`config.mk`:
```
export PLATFORM = sky130hd
export DESIGN_NAME = latch_wr_seq_flat
export DESIGN_NICKNAME = d
export VERILOG_FILES = /design/src/rtl/latch_wr_pkg.sv /design/src/rtl/latch_wr_if.sv /design/src/rtl/latch_wr_timer.sv /design/src/rtl/latch_wr_seq.sv /design/src/flat_wrapper.sv
export SDC_FILE = /design/constraint.sdc
export NUM_CORES = 1
export LEC_CHECK = 0
export CORE_UTILIZATION = 45
export DETAILED_ROUTE_END_ITERATION = 8
export GPL_ROUTABILITY_DRIVEN = 0
export GPL_TIMING_DRIVEN = 0
export MAX_ROUTING_LAYER = met4
export PLACE_DENSITY = 0.77
export SLEW_MARGIN = 30
export SYNTH_ARGS = -nofsm -noshare
export SYNTH_HDL_FRONTEND = slang
export SYNTH_SLANG_ARGS = --single-unit
```
`constraint.sdc`:
```
create_clock -name CP -period 2.4 [get_ports CP]
set_clock_uncertainty 0.15 [all_clocks]
set_input_delay 0.48 -clock CP [delete_from_list [all_inputs] [get_ports CP]]
set_output_delay 0.48 -clock CP [all_outputs]
set_load 0.1 [all_outputs]
```
`src/rtl/latch_wr_pkg.sv`:
```
// latch_wr_pkg: sequencer state encoding and phase-counter sizing shared by the latch write sequencer.
package latch_wr_pkg;
    typedef enum logic [2:0] {
        IDLE  = 3'd0,
        SETUP = 3'd1,
        PULSE = 3'd2,
        HOLD  = 3'd3,
        CLEAR = 3'd4
    } state_e;

    function automatic int cnt_w(input int s, input int p, input int h);
        int m;
        m = (s > p) ? s : p;
        m = (m > h) ? m : h;
        return $clog2(m + 1);
    endfunction
endpackage

```
`src/rtl/latch_wr_if.sv`:
```
// latch_wr_if: write/clear request handshake plus the latch-bank drive bus.
interface latch_wr_if #(
    parameter int DEPTH = 8,
    parameter int WIDTH = 16,
    parameter int AW    = 3
);
    logic             wr_valid;
    logic             wr_ready;
    logic [AW-1:0]    wr_addr;
    logic [WIDTH-1:0] wr_data;
    logic             clr_req;
    logic [WIDTH-1:0] ld_d;
    logic [DEPTH-1:0] ld_gn;
    logic             ld_cd;
    logic             busy;
    logic             err;

    modport master (
        output wr_valid, wr_addr, wr_data, clr_req,
        input  wr_ready, ld_d, ld_gn, ld_cd, busy, err
    );
    modport slave (
        input  wr_valid, wr_addr, wr_data, clr_req,
        output wr_ready, ld_d, ld_gn, ld_cd, busy, err
    );
endinterface

```
`src/rtl/latch_wr_timer.sv`:
```
// latch_wr_timer: loadable down-counter; done is high while the count sits at zero.
module latch_wr_timer #(
    parameter int W = 2
) (
    input  logic         clk,
    input  logic         rst_n,
    input  logic         load,
    input  logic [W-1:0] val,
    output logic         done
);
    logic [W-1:0] cnt_q, cnt_d;

    always_comb begin
        done  = cnt_q == '0;
        cnt_d = load ? val : cnt_q - W'(!done);
    end

    always_ff @(posedge clk or negedge rst_n)
        if (!rst_n) cnt_q <= '0;
        else        cnt_q <= cnt_d;
endmodule

```
`src/rtl/latch_wr_seq.sv`:
```
// latch_wr_seq: sequences setup -> gate -> hold writes into a bank of active-low-gated latches,
// plus bank-wide clear pulses on the shared active-low clear.
module latch_wr_seq
    import latch_wr_pkg::*;
#(
    parameter int DEPTH     = 8,
    parameter int WIDTH     = 16,
    parameter int AW        = 3,
    parameter int SETUP_CYC = 1,
    parameter int PULSE_CYC = 2,
    parameter int HOLD_CYC  = 1
) (
    input logic       CP,
    input logic       CD,
    latch_wr_if.slave bus
);
    localparam int          CW  = cnt_w(SETUP_CYC, PULSE_CYC, HOLD_CYC);
    localparam logic [AW:0] LIM = (AW+1)'(DEPTH);

    state_e           state_q, state_d;
    logic [WIDTH-1:0] ld_d_q, ld_d_d;
    logic [DEPTH-1:0] ld_gn_q, ld_gn_d;
    logic [AW-1:0]    addr_q, addr_d;
    logic             ld_cd_q, ld_cd_d, busy_q, busy_d, err_q, err_d, clr_pend_q, clr_pend_d;
    logic             load, done, bad, pend_now;
    logic [CW-1:0]    load_val;

    latch_wr_timer #(.W(CW)) u_timer (
        .clk   (CP),
        .rst_n (CD),
        .load  (load),
        .val   (load_val),
        .done  (done)
    );

    // ld_cd_q low means reset was just released, so hold off writes until the clear lifts
    assign bus.wr_ready = state_q == IDLE && ld_cd_q && !bus.clr_req && !clr_pend_q;
    assign bad          = {1'b0, bus.wr_addr} >= LIM;
    assign pend_now     = clr_pend_q | bus.clr_req;

    always_comb begin
        state_d    = state_q;
        ld_d_d     = ld_d_q;
        ld_gn_d    = ld_gn_q;
        ld_cd_d    = ld_cd_q;
        err_d      = err_q;
        addr_d     = addr_q;
        clr_pend_d = clr_pend_q;
        load       = 1'b0;
        load_val   = '0;
        case (state_q)
            IDLE: begin
                ld_cd_d = 1'b1;
                if (bus.clr_req) begin
                    state_d    = CLEAR;
                    ld_cd_d    = 1'b0;
                    err_d      = 1'b0;
                    clr_pend_d = 1'b0;
                    load       = 1'b1;
                    load_val   = CW'(PULSE_CYC - 1);
                end else if (bus.wr_valid && bus.wr_ready) begin
                    state_d  = SETUP;
                    ld_d_d   = bus.wr_data;
                    addr_d   = bus.wr_addr;
                    err_d    = err_q | bad;
                    load     = 1'b1;
                    load_val = CW'(SETUP_CYC - 1);
                end
            end
            SETUP: begin
                clr_pend_d = pend_now;
                if (done) begin
                    state_d  = PULSE;
                    ld_gn_d  = ~(DEPTH'(1) << addr_q);
                    load     = 1'b1;
                    load_val = CW'(PULSE_CYC - 1);
                end
            end
            PULSE: begin
                clr_pend_d = pend_now;
                if (done) begin
                    state_d  = HOLD;
                    ld_gn_d  = '1;
                    load     = 1'b1;
                    load_val = CW'(HOLD_CYC - 1);
                end
            end
            HOLD: begin
                clr_pend_d = pend_now;
                if (done) begin
                    state_d    = pend_now ? CLEAR : IDLE;
                    ld_cd_d    = !pend_now;
                    err_d      = pend_now ? 1'b0 : err_q;
                    clr_pend_d = 1'b0;
                    load       = pend_now;
                    load_val   = CW'(PULSE_CYC - 1);
                end
            end
            CLEAR: begin
                if (done) begin
                    state_d = IDLE;
                    ld_cd_d = 1'b1;
                end
            end
            default: state_d = IDLE;
        endcase
        busy_d = state_d != IDLE;
    end

    always_ff @(posedge CP or negedge CD)
        if (!CD) begin
            state_q    <= IDLE;
            ld_d_q     <= '0;
            ld_gn_q    <= '1;
            ld_cd_q    <= 1'b0;
            busy_q     <= 1'b0;
            err_q      <= 1'b0;
            clr_pend_q <= 1'b0;
            addr_q     <= '0;
        end else begin
            state_q    <= state_d;
            ld_d_q     <= ld_d_d;
            ld_gn_q    <= ld_gn_d;
            ld_cd_q    <= ld_cd_d;
            busy_q     <= busy_d;
            err_q      <= err_d;
            clr_pend_q <= clr_pend_d;
            addr_q     <= addr_d;
        end

    assign bus.ld_d  = ld_d_q;
    assign bus.ld_gn = ld_gn_q;
    assign bus.ld_cd = ld_cd_q;
    assign bus.busy  = busy_q;
    assign bus.err   = err_q;
endmodule

```
`src/flat_wrapper.sv`:
```
// flat-port wrapper written by rule: the top's interface ports become plain ports
module latch_wr_seq_flat import latch_wr_pkg::*;
#(
    parameter int DEPTH     = 8,
    parameter int WIDTH     = 16,
    parameter int AW        = 3,
    parameter int SETUP_CYC = 1,
    parameter int PULSE_CYC = 2,
    parameter int HOLD_CYC  = 1
)
  (CP, CD, bus_wr_valid, bus_wr_addr, bus_wr_data, bus_clr_req, bus_wr_ready, bus_ld_d, bus_ld_gn, bus_ld_cd, bus_busy, bus_err);
  latch_wr_if #(.DEPTH(DEPTH), .WIDTH(WIDTH), .AW(AW)) bus_i ();
  input logic CP;
  input logic CD;
  input wire logic [$bits(bus_i.wr_valid)-1:0] bus_wr_valid;
  input wire logic [$bits(bus_i.wr_addr)-1:0] bus_wr_addr;
  input wire logic [$bits(bus_i.wr_data)-1:0] bus_wr_data;
  input wire logic [$bits(bus_i.clr_req)-1:0] bus_clr_req;
  output wire logic [$bits(bus_i.wr_ready)-1:0] bus_wr_ready;
  output wire logic [$bits(bus_i.ld_d)-1:0] bus_ld_d;
  output wire logic [$bits(bus_i.ld_gn)-1:0] bus_ld_gn;
  output wire logic [$bits(bus_i.ld_cd)-1:0] bus_ld_cd;
  output wire logic [$bits(bus_i.busy)-1:0] bus_busy;
  output wire logic [$bits(bus_i.err)-1:0] bus_err;
  assign bus_i.wr_valid = bus_wr_valid;
  assign bus_i.wr_addr = bus_wr_addr;
  assign bus_i.wr_data = bus_wr_data;
  assign bus_i.clr_req = bus_clr_req;
  assign bus_wr_ready = bus_i.wr_ready;
  assign bus_ld_d = bus_i.ld_d;
  assign bus_ld_gn = bus_i.ld_gn;
  assign bus_ld_cd = bus_i.ld_cd;
  assign bus_busy = bus_i.busy;
  assign bus_err = bus_i.err;
  latch_wr_seq #(.DEPTH(DEPTH), .WIDTH(WIDTH), .AW(AW), .SETUP_CYC(SETUP_CYC), .PULSE_CYC(PULSE_CYC), .HOLD_CYC(HOLD_CYC)) u_core (.CP(CP), .CD(CD), .bus(bus_i));
endmodule
```
**Yosys cells after proc, flatten, opt, wreduce, memory -nomap -nowiden**

Cells that the tools add are included.

- Register bits after elaboration: 36
- Latch bits: 0
- Bits in writable memories: 0
- ROM bits: 0
- Input port bits: 23
- Output and inout bits: 28
- Logic and storage cells: 76
- Memories kept: 0

- Add/subtract/negate cells: 1
- Multipliers: 0
- Divide/modulo/power cells: 0
- Magnitude comparators: 0
- Equality and inequality tests: 10
- Shift operators: 1
- Muxes and demuxes: 30
- Bitwise operators: 3
- Reductions and logical operators: 22

Operators with widths:

| operator | number |
|---|---|
| 3-bit two-way mux | 7 |
| 8-bit two-way mux | 2 |
| 8-bit case mux with 2 select lines | 1 |
| 3-bit case mux with 5 select lines | 1 |
| 1-bit two-way mux | 13 |
| 2-bit by 1-bit != test with 1-bit output (second input constant) | 5 |
| 1-bit case mux with 3 select lines | 3 |
| 3-bit AND reduction | 3 |
| 3-bit nonzero test | 3 |
| 8-bit NOT | 1 |
| 1-bit by 3-bit left shift with 8-bit output (first input constant) | 1 |
| 3-bit by 2-bit == test with 1-bit output (second input constant) | 2 |
| 1-bit logical AND | 4 |
| 1-bit zero test | 4 |
| 2-bit case mux with 2 select lines | 1 |
| 4-bit AND reduction | 1 |
| 2-bit nonzero test | 2 |
| 2-bit OR reduction | 2 |
| 3-bit by 1-bit == test with 1-bit output (second input constant) | 1 |
| 3-bit == test (second input constant) | 1 |
| 3-bit zero test | 1 |
| 2-bit zero test | 1 |
| 2-bit two-way mux | 1 |
| 2-bit != test (second input constant) | 1 |
| 5 further kinds | 5 |

**Logic depth before layout (Yosys ltp)**

Gate-level depths: netlist of run 1.

- Word-level depth: 9
- Gate-level depth with buffers: 6
- Depth with buffers taken out: 4

**Cells and area by module**

From an unflattened synthesis of run 1, not the netlist that was laid out.

- Cells, all modules: 125
- Area total of the unflattened synthesis: 1645.3 um2

Modules (own cells, without submodules):

| module | times used | cells an instance | area an instance (um2) | sequential area each (um2) |
|---|---|---|---|---|
| latch_wr_seq | 1 | 116 | 1560.2 | 835.8 |
| latch_wr_timer | 1 | 9 | 85.1 | 50.0 |

**Worst setup path after synthesis of run 1**

Ideal clock, no wire load.

- Kind: register to output
- Start point: register u_core.ld_cd_q, in the netlist u_core.bus.ld_cd
- End point: output bus_wr_ready
- Arrival: 1.957 ns
- Data required time: 1.770 ns
- Path slack: -0.187 ns
- Stages on the path, launching flop included: 3
- Buffers on the path: 0
- Cells stage by stage: dfrtp_1 > nor2b_1 > and3_1

- Cells in the longest elaborated chain, start to end: 3

Ends and longest elaborated chain:

| what | RTL line | RTL |
|---|---|---|
| from (decl) | latch_wr_seq.sv:24 | `logic ld_cd_q, ld_cd_d, busy_q, busy_d, err_q, err_d, clr_pend_q, clr_pend_d;` |
| from (signal assigned) | latch_wr_seq.sv:124 | `ld_cd_q <= ld_cd_d;` |
| 1-bit logical AND (3 in series) | latch_wr_seq.sv:37 | `assign bus.wr_ready = state_q == IDLE && ld_cd_q && !bus.clr_req && !clr_pend_q;` |
| to (decl) | flat_wrapper.sv:19 | `output wire logic [$bits(bus_i.wr_ready)-1:0] bus_wr_ready;` |

Every way passes these cells.

**Worst setup path after layout of run 1**

- Start point: register u_core.ld_gn_q[0], in the netlist u_core.bus.ld_gn[0]
- End point: output bus_ld_gn[0]

RTL lines:

| what | RTL line | RTL |
|---|---|---|
| from (decl) | latch_wr_seq.sv:22 | `logic [DEPTH-1:0] ld_gn_q, ld_gn_d;` |
| from (signal assigned) | latch_wr_seq.sv:123 | `ld_gn_q <= ld_gn_d;` |
| to (decl) | flat_wrapper.sv:21 | `output wire logic [$bits(bus_i.ld_gn)-1:0] bus_ld_gn;` |

No word-level cell between the ends.

==> results of run 1 <==
## path summary, 6_finish.rpt
| check | to | slack (ps) | cells past startpoint |
|---|---|---|---|
| hold / removal | u_core.bus.ld_gn[1] | 360 | 2 |
| setup / recovery | bus_ld_gn[0] | 60 | 1 |
| setup reg to reg | u_core.bus.ld_d[7] | 540 | 5 |
| hold reg to reg | u_core.bus.ld_gn[1] | 360 | 2 |
| min in group asynchronous | u_core.bus.busy | 410 | 2 |
| max in group asynchronous | u_core.bus.ld_gn[0] | 1190 | 3 |
## registers in the layout, indices dropped and copies added, names as in the netlist
register	flops
u_core.addr_q	3
u_core.bus.busy	1
u_core.bus.ld_cd	1
u_core.bus.ld_d	16
u_core.bus.ld_gn	8
u_core.clr_pend_q	1
u_core.state_q	3
u_core.u_timer.cnt_q	2
## through the flow
stage,worst slack [ps],cell area [µm²],setup TNS (ps),hold slack [ps]
global placement,-769,2090,-769,337
finish,63.1,2140,0,357
global route,3.05,2140,0,390
floorplan,98.4,1540,0,34.4
CTS,0.0752,2140,0,357
detailed placement,-805,2110,-805,258
## cells in the final DEF, fill, tap and decap left out, types with 4 or more instances in the layout
master           instances
dfrtp_1                 27
clkdlybuf4s50_1         21
mux2_2                  20
dlygate4sd2_1           18
dfstp_2                  8
buf_2                    7
clkdlybuf4s15_1          7
nor2_1                   6
clkbuf_4                 5
inv_1                    4
a21oi_1                  4
o32a_1                   4
a31oi_1                  4
## what timing repair did
action                     in CTS  in global routing
setup endpoints to repair      27                  9
gates resized for setup        32                 10
hold endpoints to repair       13                  0
hold buffers                    1                  0
## routing by layer
layer  global-route usage  vias to the layer above  wire length [µm]
li1                     -                      552                 -
met1                0.254                      546              1390
met2                0.323                       48              1490
met3               0.0853                        7               241
met4               0.0714                        0                46
met5                    -                        -                 0
## layout make-up
cell class                 count  area [µm²]
timing repair buffer          51         493
clock buffer                   6        41.3
sequential                    35         886
tap                           44        55.1
clock inverter                 2        12.5
fill                         278        1010
buffer                         8        45.0
inverter                       4        15.0
multi-input combinational     75         597
## worst min-delay path: stages, from the launching register on
cell     delay [ps]
dfstp_2         390
nor2_1           90
a31oi_1          40
## cell families (layout without fill, tap and decap cells)
| group | Yosys count | count (layout) | synth area share |
|---|---|---|---|
| buffers and inverters | 12 | 71 | 0.0390 |
| other | 1 | 1 | 0.00244 |
| XOR/XNOR | 2 | 2 | 0.0114 |
| AO/OA/AOI/OAI | 23 | 23 | 0.107 |
| multiplexers | 20 | 20 | 0.146 |
| AND/OR/NAND/NOR | 29 | 29 | 0.119 |
| flip-flops | 35 | 35 | 0.576 |
## cell usage after synthesis (all sizes together)
cell and number:
a21oi 4, nand2 2, conb 1, a21o 2, and3 1, nor2 10, nand3 1, mux2 20
nor3 4, or2 1, inv 4, a31oi 4, o2bb2ai 1, a2bb2oi 1, a22oi 1, a211oi 1
o21ai 3, nor3b 1, dfstp 8, nor2b 3, buf 8, xnor2 2, dfrtp 27, o22a 1
a21boi 1, nand4 1, and4 1, or3b 2, o32a 4, nor4 2
==> impl_metrics.py, run 1 <==
metrics = {
    "setup_path": {
        "slowest_delay_ps": 820,
        "worstSetupStartpoint": "u_core.bus.ld_gn[0]",
        "endpoint_kind": "output port",
        "cp_cell_sequence": "clkdlybuf4s15_1",
        "slowest_stage": "clkdlybuf4s15_1",
        "regToRegStartpoint": "u_core.state_q[0]",
        "arrival_ps": 1710,
        "crit_path_max_fanout": 2,
        "worst_setup_path_start_kind": "flip-flop",
        "critPathKind": "flip-flop to output port",
        "worstPathRequired_ps": 1770,
        "cp_top_family": "buffers and inverters",
        "cp_num_buf_inv": 1,
    },
    "clock_network": {
        "cts_tree": "yes",
        "cts_root_buffer": "clkbuf_4",
        "cts_buffers": 5,
        "clkLatencyLatePin_ps": 340,
        "path_clk_slew_ps": 110,
        "cts_buffer_depth": 2,
        "htree_levels": 2,
        "postCtsSetupRepairBufs": 0,
        "clock_sinks": 35,
    },
    "detailed_routing": {
        "drtPass1Iterations": 4,
        "vias_per_cell": 5.12,
        "postRouteAntennaNets": 0,
        "drtIter0Drc": 45,
        "wl_um": 3170,
        "vias": 1153,
        "drcViolationCount": 0,
        "wl_per_cell_um": 14.1,
    },
    "global_routing": {
        "grt_overflow": 0,
        "grt_max_degree": 23,
        "grt_pass1_vias": 1134,
        "grt_pass1_wl_um": 5300,
        "gr-usage-all-layers": 0.211,
        "antenna_found_initial": 0,
    },
    "timing": {
        "fmax_mhz": 428,
        "timing.final.crit_share": 0.974,
        "rsz0062_at_grt": "no",
        "slew_headroom": 0.353,
        "tightestPinTransition_ps": 975,
        "drv_slew": 0,
        "finalHoldViolations": 0,
        "finalSetupViolCount": 0,
        "min_period_ps": 2340,
    },
    "synthesis": {
        "synth_seq_area_share": 0.576,
        "ys_types": 35,
        "syn_inst": 122,
        "yosys.area.top_type": "dfrtp_1",
        "synth_seq_cells": 35,
        "netlist_area_um2": 1540,
        "syn_nets": 145,
        "ys_top_cells_by_area": "dfrtp_1 44%, mux2_2 15%, dfstp_2 14%",
        "yosys_warnings": 0,
        "synth.avg_cell_area_um2": 12.6,
        "synth_top_area_frac": 0.439,
    },
    "finish": {
        "synthToLayoutAreaGrowth_pct": 39.3,
        "utilization": 0.680,
        "final_cells": 225,
        "layout-drive-gt1-share": 0.304,
        "diodes": 0,
        "layout.nets": 203,
    },
    "floorplan": {
        "coreArea_um2": 3150,
        "dieArea_um2": 3660,
        "die_y_um": 60.5,
        "ios": 51,
        "initial_core_util": 0.488,
        "fp.dieW_um": 60.5,
        "rows": 20,
    },
    "worst_hold_path": {
        "holdCritStartpoint": "u_core.bus.ld_gn[1]",
        "hold_path.class": "flip-flop to flip-flop",
    },
    "placement": {
        "hpwl_um": 2410,
        "dp_cells": 216,
        "port_buffers": 49,
    },
    "flow_run": {
        "drv_cap": 0,
    },
    "status": {
        "status": "finished, final reports clean",
    },
}
Power of run 1 is left out: the tool's default activity adds up to more than one toggle a clock period on the data nets, which glitch-free logic cannot reach.
==> inputs of run 2 (changes only) <==
Settings changed: CORE_MARGIN from default to 5, CORE_UTILIZATION 45 to 30, PLACE_DENSITY 0.77 to 0.54.
==> impl_metrics.py, run 2 (synthesized netlist as in run 1, its figures left out) <==
metrics = {
    "finish": {
        "layout-drive-gt1-share": 0.293,
        "utilization": 0.435,
        "diodes": 0,
        "layout.nets": 203,
        "layout_commonest_cell": "dfrtp_1",
        "synthToLayoutAreaGrowth_pct": 42.7,
        "layout_common_cells": "27 x dfrtp_1, 25 x dlygate4sd2_1, 21 x clkdlybuf4s50_1, 20 x mux2_2, 8 x dfstp_2",
        "largest_reg_flops": 16,
    },
    "timing": {
        "tightestPinTransition_ps": 979,
        "min_period_ps": 2320,
        "fin_hold_ws_ps": 349,
        "setup_ws_ps": 81.8,
        "finalHoldViolations": 0,
        "fmax_mhz": 431,
        "finalSetupViolCount": 0,
        "rsz0062_at_grt": "no",
        "timing.final.crit_share": 0.966,
        "drv_slew": 0,
        "slew_headroom": 0.350,
    },
    "setup_path": {
        "crit_path_max_fanout": 6,
        "worstPathRequired_ps": 1770,
        "worst_setup_path_start_kind": "input pin",
        "arrival_ps": 1690,
        "critPathKind": "input pin to output port",
        "endpoint_kind": "output port",
    },
    "placement": {
        "hpwl_um": 2700,
        "pre_cts_slack_ps": -839,
        "port_buffers": 49,
    },
    "detailed_routing": {
        "wl_per_cell_um": 13.9,
        "drtIter0Drc": 73,
        "vias": 1170,
        "drtPass1Iterations": 6,
        "wl_um": 3500,
        "postRouteAntennaNets": 0,
        "drcViolationCount": 0,
        "vias_per_cell": 4.66,
    },
    "global_routing": {
        "grt_pass1_wl_um": 5760,
        "gr-usage-all-layers": 0.116,
        "grt_overflow": 0,
        "grt_pass1_vias": 1248,
        "grt_max_degree": 27,
        "antenna_found_initial": 0,
    },
    "floorplan": {
        "dieArea_um2": 6660,
        "fp.dieW_um": 81.6,
        "ios": 51,
        "die_y_um": 81.6,
        "rows": 26,
        "coreArea_um2": 5040,
        "initial_core_util": 0.305,
    },
    "clock_network": {
        "clkLatencyLatePin_ps": 280,
        "path_clk_slew_ps": 60,
        "cts_buffer_depth": 2,
        "htree_levels": 2,
        "clock_sinks": 35,
        "cts_tree": "yes",
        "cts_buffers": 5,
        "cts_root_buffer": "clkbuf_8",
    },
    "status": {
        "status": "finished, final reports clean",
    },
    "flow_run": {
        "drv_cap": 0,
    },
    "worst_hold_path": {
        "hold_path.class": "flip-flop to flip-flop",
    },
}
[run 2: cell count changes in the layout (fill, tap and decap cells not counted), moves of 5 or more]
cell | before | now
dlygate4sd2_1 | 18 | 25
clkbuf_8 | 0 | 5
clkdlybuf4s15_1 | 7 | 0
clkbuf_4 | 5 | 0
[run 2: final cells by class]
type | instances | area [µm²]
fill | 492 | 2850
clock inverter | 1 | 5.00
tap | 70 | 87.6
sequential | 35 | 886
timing repair buffer | 51 | 484
buffer | 8 | 45.0
clock buffer | 7 | 76.3
multi-input combinational | 75 | 597
inverter | 4 | 15.0
[run 2: worst paths after layout]
path                                      from                  end  slack, ps  cells past startpoint
setup / recovery                   bus_clr_req         bus_wr_ready         80                      4
hold / removal             u_core.bus.ld_gn[1]  u_core.bus.ld_gn[1]        350                      2
setup reg to reg             u_core.state_q[0]   u_core.bus.ld_d[3]        540                      5
hold reg to reg            u_core.bus.ld_gn[1]  u_core.bus.ld_gn[1]        350                      2
max in group asynchronous                   CD  u_core.bus.ld_gn[0]       1170                      3
min in group asynchronous                   CD  u_core.bus.ld_d[13]        440                      2
[run 2: what timing repair did]
item                                    in CTS  in global routing
endpoints found under the hold margin        9                  0
gates resized for setup                     31                  2
endpoints found under the setup margin      26                  2
hold buffers                                 1                  0
setup buffers                                0                  0
[run 2: critical path, cell delays in order]
cell and delay [ps]:
clkdlybuf4s50_1 500, nor2_2 220, and3_2 200, buf_4 280
[run 2: layer usage]
layer / track usage / share of wire / up-vias
met3: 0.0526 / 0.10 / 3
met4: 0.0349 / 0.0092 / 0
met5: - / 0 / -
li1: - / - / 546
met2: 0.185 / 0.48 / 53
met1: 0.131 / 0.41 / 568
[run 2: stage by stage]
| step | cell area [µm²] | setup TNS (ps) | instances |
|---|---|---|---|
| floorplan | 1540 | 0 | 122 |
| global placement | 2120 | -1430 | 241 |
| detailed placement | 2130 | -839 | 242 |
| CTS | 2190 | 0 | 251 |
| global route | 2200 | 0 | 251 |
| finish | 2200 | 0 | 251 |
Power of run 2 is left out for the same reason.
==> inputs of run 3 (changes only) <==
--- a/constraint.sdc
+++ b/constraint.sdc
@@ -4,2 +4,2 @@
 set_output_delay 0.48 -clock CP [all_outputs]
-set_load 0.1 [all_outputs]
+set_load 0.005 [all_outputs]
==> impl_metrics.py, run 3 (synthesized netlist as in run 1, its figures left out) <==
metrics = {
    "global_routing": {
        "grt_overflow": 0,
        "grt_pass1_vias": 1223,
        "grt_pass1_wl_um": 5800,
        "antenna_found_initial": 0,
        "grt_max_degree": 28,
        "gr-usage-all-layers": 0.120,
    },
    "clock_network": {
        "clkLatencyLatePin_ps": 290,
        "cts_buffers": 5,
        "cts_tree": "yes",
        "cts_buffer_depth": 2,
        "cts_root_buffer": "clkbuf_8",
        "clock_sinks": 35,
        "htree_levels": 2,
        "path_clk_slew_ps": 70,
    },
    "placement": {
        "dp_cells": 242,
        "port_buffers": 49,
        "pre_cts_slack_ps": -141,
        "hpwl_um": 2690,
        "place_area_um2": 2130,
    },
    "power_and_ir_drop": {
        "clkPwrFrac": 0.229,
        "switchingPower_uw": 814,
        "p_int_mw": 1.95,
        "power.density_nw_per_um2": 1200,
        "swShare": 0.295,
        "seq_power_share": 0.374,
        "p_comb_frac": 0.397,
        "peakVddDrop_uv": 617,
        "leakagePower_nw": 0.969,
    },
    "timing": {
        "fin_hold_ws_ps": 358,
        "finalHoldViolations": 0,
        "timing.final.crit_share": 0.951,
        "rsz0062_at_grt": "no",
        "fmax_mhz": 438,
        "setup_ws_ps": 119,
        "drv_slew": 0,
        "tns_ps": 0,
        "min_period_ps": 2280,
        "finalSetupViolCount": 0,
    },
    "worst_hold_path": {
        "min_to": "u_core.bus.ld_gn[1]",
        "min_path_cells": 2,
        "hold_path.class": "flip-flop to flip-flop",
        "holdCritStartpoint": "u_core.bus.ld_gn[1]",
    },
    "finish": {
        "layout-drive-gt1-share": 0.291,
        "layout.nets": 204,
        "layout_commonest_cell": "clkdlybuf4s50_1",
        "layout_common_cells": "47 x clkdlybuf4s50_1, 27 x dfrtp_1, 20 x mux2_2, 8 x dfstp_2, 7 x buf_2",
        "diodes": 0,
        "seqCellArea_um2": 886,
        "multi_input_area_um2": 601,
        "fill_cells": 470,
        "final_cells": 252,
        "largest_reg_flops": 16,
        "synthToLayoutAreaGrowth_pct": 48.9,
        "final_cell_area_um2": 2290,
    },
    "detailed_routing": {
        "drtPass1Iterations": 4,
        "wl_um": 3650,
        "postRouteAntennaNets": 0,
        "wl_per_cell_um": 14.5,
        "vias_per_cell": 4.77,
        "drtIter0Drc": 97,
        "vias": 1201,
        "drcViolationCount": 0,
    },
    "setup_path": {
        "worst_setup_path_start_kind": "flip-flop",
        "regToRegStartpoint": "u_core.u_timer.cnt_q[1]",
        "crit_path_max_fanout": 8,
        "critPathKind": "flip-flop to output port",
        "r2r-end": "u_core.bus.busy",
        "worstPathRequired_ps": 1770,
        "arrival_ps": 1650,
        "regToRegSetupSlack_ps": 590,
        "endpoint_kind": "output port",
        "r2r_cells": 5,
    },
    "flow_run": {
        "drv_cap": 0,
    },
    "floorplan": {
        "die_y_um": 81.6,
        "dieArea_um2": 6660,
        "fp.dieW_um": 81.6,
        "ios": 51,
        "initial_core_util": 0.305,
        "coreArea_um2": 5040,
        "rows": 26,
    },
    "status": {
        "status": "finished, final reports clean",
    },
}
-- run 3: how the worst max path moves through the flow --
stage                                        from              end  slack (ps)
after global routing            u_core.state_q[1]     bus_wr_ready          30
after global placement                bus_clr_req     bus_wr_ready        -140
after floorplan           u_core.u_timer.cnt_q[1]  u_core.bus.busy         700
final                           u_core.state_q[1]     bus_wr_ready         120
after CTS                             bus_clr_req     bus_wr_ready          10
after detailed placement              bus_clr_req     bus_wr_ready        -140
-- run 3: repair_timing --
item	CTS	global route
gates resized for setup	1	2
hold endpoints to repair	8	0
endpoints found under the setup margin	1	1
pin swaps	1	0
hold buffers	1	0
gates cloned	0	0
setup buffers	1	0
-- run 3: through the flow --
step | total power, mW | utilization
3_3_place_gp | 2.08 | 0.420
5_1_grt | 2.93 | 0.455
2_1_floorplan | 1.54 | -
3_5_place_dp | 2.12 | 0.423
6_report | 2.76 | 0.455
4_1_cts | 2.79 | 0.453
-- run 3: area by class of cell --
cell class / instances / area share
sequential: 35 / 0.386
multi-input combinational: 75 / 0.262
timing repair buffer: 52 / 0.229
tap: 70 / 0.0382
clock buffer: 6 / 0.0317
clock inverter: 2 / 0.0262
buffer: 8 / 0.0197
inverter: 4 / 0.00655
-- run 3: power groups by stage --
stage | clock, mW | sequential, mW | combinational (mW)
3_3_place_gp | 0 | 1.02 | 1.06
3_5_place_dp | 0 | 1.04 | 1.08
6_report | 0.633 | 1.03 | 1.10
5_1_grt | 0.668 | 1.07 | 1.19
2_1_floorplan | 0 | 1.02 | 0.520
4_1_cts | 0.651 | 1.04 | 1.10
-- run 3: metal layers --
metal | vias to the layer above | part of all wire | global-route usage
met1 | 590 | 0.40 | 0.130
met5 | - | 0 | -
li1 | 550 | - | -
met2 | 57 | 0.47 | 0.186
met3 | 4 | 0.11 | 0.0658
met4 | 0 | 0.013 | 0.0399
-- run 3: critical path, stage by stage, from the launching register on --
cell	delay, ps
dfrtp_1	360
buf_2	180
nor2_4	170
and3_1	170
clkdlybuf4s50_1	490
(Power assumes the default switching activity.)
